**config.mk**
```make
export PLATFORM = sky130hd
export DESIGN_NAME = mtr_ramp
export DESIGN_NICKNAME = d
export VERILOG_FILES = /design/src/rtl/mtr_ramp_pkg.sv /design/src/rtl/mtr_ramp_axis.sv /design/src/rtl/mtr_ramp.sv
export SDC_FILE = /design/constraint.sdc
export NUM_CORES = 1
export LEC_CHECK = 0
export ABC_AREA = 1
export BUFFER_PORTS_ARGS = -buffer_cell sky130_fd_sc_hd__clkbuf_2
export CAP_MARGIN = 15
export CORE_MARGIN = 2
export CORE_UTILIZATION = 50
export DETAILED_ROUTE_END_ITERATION = 16
export GPL_ROUTABILITY_DRIVEN = 0
export MAX_ROUTING_LAYER = met4
export PLACE_DENSITY = 0.7
export SLEW_MARGIN = 20
export SYNTH_ARGS = -nofsm -noshare
export SYNTH_HDL_FRONTEND = slang
export SYNTH_SLANG_ARGS = --single-unit
```
**constraint.sdc**
```tcl
create_clock -name clk -period 5.9 [get_ports clk]
set_input_delay 0 -clock clk [delete_from_list [all_inputs] [get_ports clk]]
set_output_delay 0 -clock clk [all_outputs]
set_load 0.02 [all_outputs]
```
**src/rtl/mtr_ramp_pkg.sv**
```systemverilog
// rtl/mtr_ramp_pkg.sv - shared widths, command/difference types and state enum for mtr_ramp
package mtr_ramp_pkg;

    localparam int MTR_W = 11;

    typedef logic signed [MTR_W-1:0] cmd_t;
    // One bit wider than a command so that 1023 - (-1024) cannot overflow.
    typedef logic signed [MTR_W:0]   diff_t;

    typedef enum logic [1:0] {
        IDLE = 2'd0,
        RAMP = 2'd1,
        HOLD = 2'd2,
        STOP = 2'd3
    } state_t;

endpackage

```
**src/rtl/mtr_ramp_axis.sv**
```systemverilog
// rtl/mtr_ramp_axis.sv - one side: target capture, rate-limited step, zero-cross dwell under MTR_RAMP_ZERO_CROSS_EN
module mtr_ramp_axis
    import mtr_ramp_pkg::*;
#(
    parameter int STEP = 8
`ifdef MTR_RAMP_ZERO_CROSS_EN
    , parameter int DWELL = 16
`endif
) (
    input  logic                    clk,
    input  logic                    rst,
    input  logic                    tick,
    input  logic                    en,
    input  logic                    tgt_vld,
    input  logic signed [MTR_W-1:0] new_tgt,
    output logic signed [MTR_W-1:0] cmd,
    output logic                    settled
);

    cmd_t  tgt;
    cmd_t  eff;
    diff_t cmd_x;
    diff_t eff_x;
    diff_t diff;
    diff_t nxt;

    assign eff   = en ? tgt : '0;
    assign cmd_x = {cmd[MTR_W-1], cmd};
    assign eff_x = {eff[MTR_W-1], eff};

    always_comb begin
        diff = eff_x - cmd_x;
        nxt  = eff_x;
        if (diff > diff_t'(STEP)) begin
            nxt = cmd_x + diff_t'(STEP);
        end else if (diff < -diff_t'(STEP)) begin
            nxt = cmd_x - diff_t'(STEP);
        end
    end

    // A tick on the capture edge still steps toward the old target.
    always_ff @(posedge clk) begin
        if (rst) begin
            tgt <= '0;
        end else if (tgt_vld) begin
            tgt <= new_tgt;
        end
    end

`ifdef MTR_RAMP_ZERO_CROSS_EN
    localparam int DW_W = $clog2(DWELL + 2);

    logic [DW_W-1:0] dwell;
    logic            cross;

    // Reaching or passing zero on the way to an opposite-sign target parks the output at zero.
    assign cross = ((cmd > 0) && (nxt <= 0) && (eff < 0)) ||
                   ((cmd < 0) && (nxt >= 0) && (eff > 0));

    always_ff @(posedge clk) begin
        if (rst) begin
            cmd   <= '0;
            dwell <= '0;
        end else begin
            if (tick) begin
                if (dwell != '0) begin
                    dwell <= dwell - 1'b1;
                end else if (cross) begin
                    cmd   <= '0;
                    dwell <= DW_W'(DWELL);
                end else begin
                    cmd <= cmd_t'(nxt);
                end
            end
            if (eff == '0) begin
                dwell <= '0;
            end
        end
    end

    assign settled = (cmd == eff) && (dwell == '0);
`else
    always_ff @(posedge clk) begin
        if (rst) begin
            cmd <= '0;
        end else if (tick) begin
            cmd <= cmd_t'(nxt);
        end
    end

    assign settled = (cmd == eff);
`endif

endmodule

```
**src/rtl/mtr_ramp.sv**
```systemverilog
// rtl/mtr_ramp.sv - dual motor command ramp: tick divider, en handling, state machine (option MTR_RAMP_ZERO_CROSS_EN)
module mtr_ramp
    import mtr_ramp_pkg::*;
#(
    parameter int STEP  = 8,
    parameter int DIV   = 64,
    parameter int DWELL = 16
) (
    input  logic                    clk,
    input  logic                    rst,
    input  logic                    en,
    input  logic                    tgt_vld,
    input  logic signed [MTR_W-1:0] lft_tgt,
    input  logic signed [MTR_W-1:0] rht_tgt,
    output logic signed [MTR_W-1:0] lft,
    output logic signed [MTR_W-1:0] rht,
    output logic                    at_tgt,
    output logic                    busy
);

    localparam int CW = $clog2(DIV);

    if (STEP < 1 || STEP > 255 || DIV < 2 || DIV > 4096 || DWELL < 0) begin : g_bad_param
        $error("mtr_ramp: parameter out of range");
    end

    logic [CW-1:0] cnt;
    logic          tick;
    logic          lft_ok;
    logic          rht_ok;
    logic          settled;
    logic          zero;
    state_t        state;
    state_t        state_nxt;

    assign tick = (cnt == CW'(DIV - 1));

    always_ff @(posedge clk) begin
        if (rst || tick) begin
            cnt <= '0;
        end else begin
            cnt <= cnt + 1'b1;
        end
    end

    mtr_ramp_axis #(
        .STEP    (STEP)
`ifdef MTR_RAMP_ZERO_CROSS_EN
        , .DWELL (DWELL)
`endif
    ) u_lft (
        .clk     (clk),
        .rst     (rst),
        .tick    (tick),
        .en      (en),
        .tgt_vld (tgt_vld),
        .new_tgt (lft_tgt),
        .cmd     (lft),
        .settled (lft_ok)
    );

    mtr_ramp_axis #(
        .STEP    (STEP)
`ifdef MTR_RAMP_ZERO_CROSS_EN
        , .DWELL (DWELL)
`endif
    ) u_rht (
        .clk     (clk),
        .rst     (rst),
        .tick    (tick),
        .en      (en),
        .tgt_vld (tgt_vld),
        .new_tgt (rht_tgt),
        .cmd     (rht),
        .settled (rht_ok)
    );

    assign settled = lft_ok && rht_ok;
    assign zero    = (lft == '0) && (rht == '0);

    always_ff @(posedge clk) begin
        if (rst) begin
            state <= IDLE;
        end else begin
            state <= state_nxt;
        end
    end

    always_comb begin
        state_nxt = state;
        case (state)
            IDLE: begin
                if (en) begin
                    state_nxt = settled ? HOLD : RAMP;
                end
            end
            RAMP: begin
                if (!en) begin
                    state_nxt = zero ? IDLE : STOP;
                end else if (settled) begin
                    state_nxt = HOLD;
                end
            end
            HOLD: begin
                if (!en) begin
                    state_nxt = zero ? IDLE : STOP;
                end else if (!settled) begin
                    state_nxt = RAMP;
                end
            end
            STOP: begin
                if (en) begin
                    state_nxt = RAMP;
                end else if (zero) begin
                    state_nxt = IDLE;
                end
            end
            default: state_nxt = IDLE;
        endcase
    end

    // Status follows the registered state, one clock behind the outputs.
    assign at_tgt = (state == HOLD);
    assign busy   = (state == RAMP) || (state == STOP);

endmodule
```
==> out/results.md <==
• overall routing resource usage: 0.2640
• Pwr per Cell Area: 185.6 nW/um^2
• final setup violating endpoints: 0
• antenna violations before repair: 0
• antenna violation net count after detailed routing: 0
• status: finished, final reports clean
• post-layout instance area: 5191 sq um
• total of flip-flops plus latches after synthesis: 52
• kind of critical path: flip-flop to flip-flop
• share of async-settable or async-resettable flops after synthesis: 0
• Ports: 50
• H-Tree Depth: 2
• top cell type's share of synthesized area: 0.2266
• number of flops mapped to enable cells by yosys: 0
• Layout Nets: 861
• Clock Tree Root: clkbuf_8
• CORE AREA: 8806 sq um
• clock skew: 0.006507 ns
• worst relative slew slack: 0.4057
• number of CTS-inserted buffers: 5
• CP max FO: 11
• maximum count of clock buffers along a single path: 2
• Chip Width: 99.85 um
• global-route track usage on met3: 0.03412
• number of clock sinks: 52
• worst slew pin tran: 0.8881 ns
• final count of pins violating max slew: 0
• Worst EP required: 6.15 ns
• Fillers: 868
• Setup TNS: 0 ns
• Primary FF master, synth: dfxtp_1
• minimum clock period: 2.851 ns
• most frequently used cell type in the post-synthesis netlist: nand2_1
• overall power after layout: 963.6 uW
• global-route wire length before repair: 21.02 mm
• CTS resizes: 0
• share of the clock period used by the worst path: 0.4833
• cell repeated most along the worst path: nand2_1
• vias in the first global route: 4433
• top cell types by occurrence after synthesis: 199 x nand2_1, 101 x nor2_1, 92 x nand3_1
• count of different cell masters after synthesis: 34
• global-route met2 utilization: 0.3945
• crit path launch type: flip-flop
• GR Layer Usage met1: 0.3822
• endpoints failing hold: 0
• DRC violations left: 0
• area of the die: 9969 sq um
• nature of the critical path endpoint: flip-flop
• ordered cell list for the critical path: inv_1 -> ha_1 -> a21oi_1 -> nand2_1 -> nand3_1 -> nand2_1 -> nand2_1 -> nand2_1 -> nand2_1 -> nand2_1 -> nor2_1 -> nand2_2 -> nand2_2 -> nand3_2 -> nand2_1 -> nand2_1 -> nor2_1
• clock transition at the registers of the reported paths: 0.10 ns
• total routed wirelength: 12.24 mm
• Yosys top cell by area: dfxtp_1
• remaining global-route overflow: 0
• DRT Pass-1 Iters: 5
• per-instance average area after synthesis: 6.165 sq um
• unrepaired setup endpoints after global routing: false
• height of the die: 99.85 um
• Max-Cap Viols: 0
• placed wire-length estimate after detailed placement: 9.345 mm
• count of input and output buffers: 49
• Avg WL per Cell: 13.40 um
• worst-path cell with the longest stage delay: dfxtp_1
• final design utilization: 0.5895
• area added between synthesis and finish: 13.02%
• via count: 4830
• register area share after synthesis: 0.2266
• instance count of the mapped netlist: 745
• leakage power summed over all cells: 0.002854 uW
• post-DR vias/cell: 5.284
• CTS tree: yes
• leading post-synthesis cells by cell area: dfxtp_1 23%, nand2_1 16%, nand3_1 10%, nor2_1 8.3%, ha_1 7.6%
• clock latency on the worst-skew pair: 0.31 ns
• worst vdd ir: 155.3 uV
• GRT busiest layer: met2
• diodes inserted: 0
• post-synthesis cell area: 4593 sq um
• arrival time of data at the critical path endpoint: 3.10 ns
• Worst Hold Margin: 0.2348 ns
• ratio of cells with drive above 1 in the final layout: 0.1079
• yosys warns: 0
• initial core utilization: 0.5216
• maximum number of pins on one net before global-route repair: 35
• worst hold-check path type: input port to flip-flop
• slowest stage delay, CP: 0.46 ns
• Placed Instance Area: 4871 sq um
• first-iteration detailed-routing DRC count: 400
• number of standard-cell rows in the floorplan: 34
• peak clock frequency supported by timing: 0.3507 GHz
• net count after synthesis: 801
• buffers inserted by post-CTS timing repair: 0
• # hold bufs at CTS: 23
-- sequential cells by signal, summed over array words and instances (netlist names) --
signal and count:
cnt 6, u_rht.tgt 11, state 2, u_lft.cmd 11, u_lft.tgt 11, u_rht.cmd 11
-- cell families (layout without fill, tap and decap cells) --
group,after synthesis,after routing,synth area share
adder cells (fa/ha/maj),30,30,0.08499
AO/OA/AOI/OAI,69,69,0.07982
AND/OR/NAND/NOR,456,456,0.4435
flip-flops,52,52,0.2266
buffers and inverters,109,170,0.09589
XOR/XNOR,29,29,0.06919
-- worst max-delay path, delay by kind of cell (launching register included) --
kind | cells | cell delay (ns)
flops | 1 | 0.46
simple gates | 14 | 1.57
buf+inv | 1 | 0.17
compound gates | 1 | 0.18
fa+ha+maj | 1 | 0.43
-- layout by cell type (no fill, tap or decap), types with 15 or more instances in the layout --
| cell type | instances |
|---|---|
| nand3_1 | 92 |
| ha_1 | 28 |
| nor3_1 | 15 |
| a21oi_1 | 24 |
| dlygate4sd3_1 | 23 |
| nand2_1 | 199 |
| xor2_1 | 20 |
| clkbuf_2 | 49 |
| inv_1 | 87 |
| dfxtp_1 | 52 |
| o21ai_0 | 37 |
| nor2_1 | 101 |
-- final timing paths --
path,start,endpoint,slack (ns),cells after the start
worst max-delay path,u_lft.cmd[3],u_lft.cmd[2],3.05,17
worst min-delay path,tgt_vld,u_rht.tgt[5],0.23,3
worst max register to register,u_lft.cmd[3],u_lft.cmd[2],3.05,17
worst min register to register,cnt[0],cnt[0],0.48,1
-- layout make-up --
type                            instances  area [sq um]  share of cell area
Clock buffer                            6         72.57             0.01398
Clock inverter                          2         17.52            0.003374
Inverter                               90         337.8             0.06508
Multi-Input combinational cell        584          3112              0.5994
Sequential cell                        52          1041              0.2005
Tap cell                              108         135.1             0.02603
Timing Repair Buffer                   72         475.5             0.09159
-- stage by stage --
step | setup slack, ns | std cells
global placement | 2.979 | 883
floorplan | 3.436 | 745
global route | 2.694 | 914
detailed placement | 2.900 | 883
CTS | 3.082 | 914
finish | 3.049 | 914
-- layer usage --
| metal | vias to the layer above | part of all wire |
|---|---|---|
| met3 | 9 | 0.066 |
| met5 | - | 0 |
| met2 | 162 | 0.43 |
| met4 | 0 | 0.010 |
| met1 | 2154 | 0.50 |
| li1 | 2505 | - |
-- where the power goes --
group	switching [uW]	internal, uW
clock	127	87.2
combinational	231	131
sequential	19.3	369
total	377	587
No activity file was read; power rests on OpenSTA's default activity.
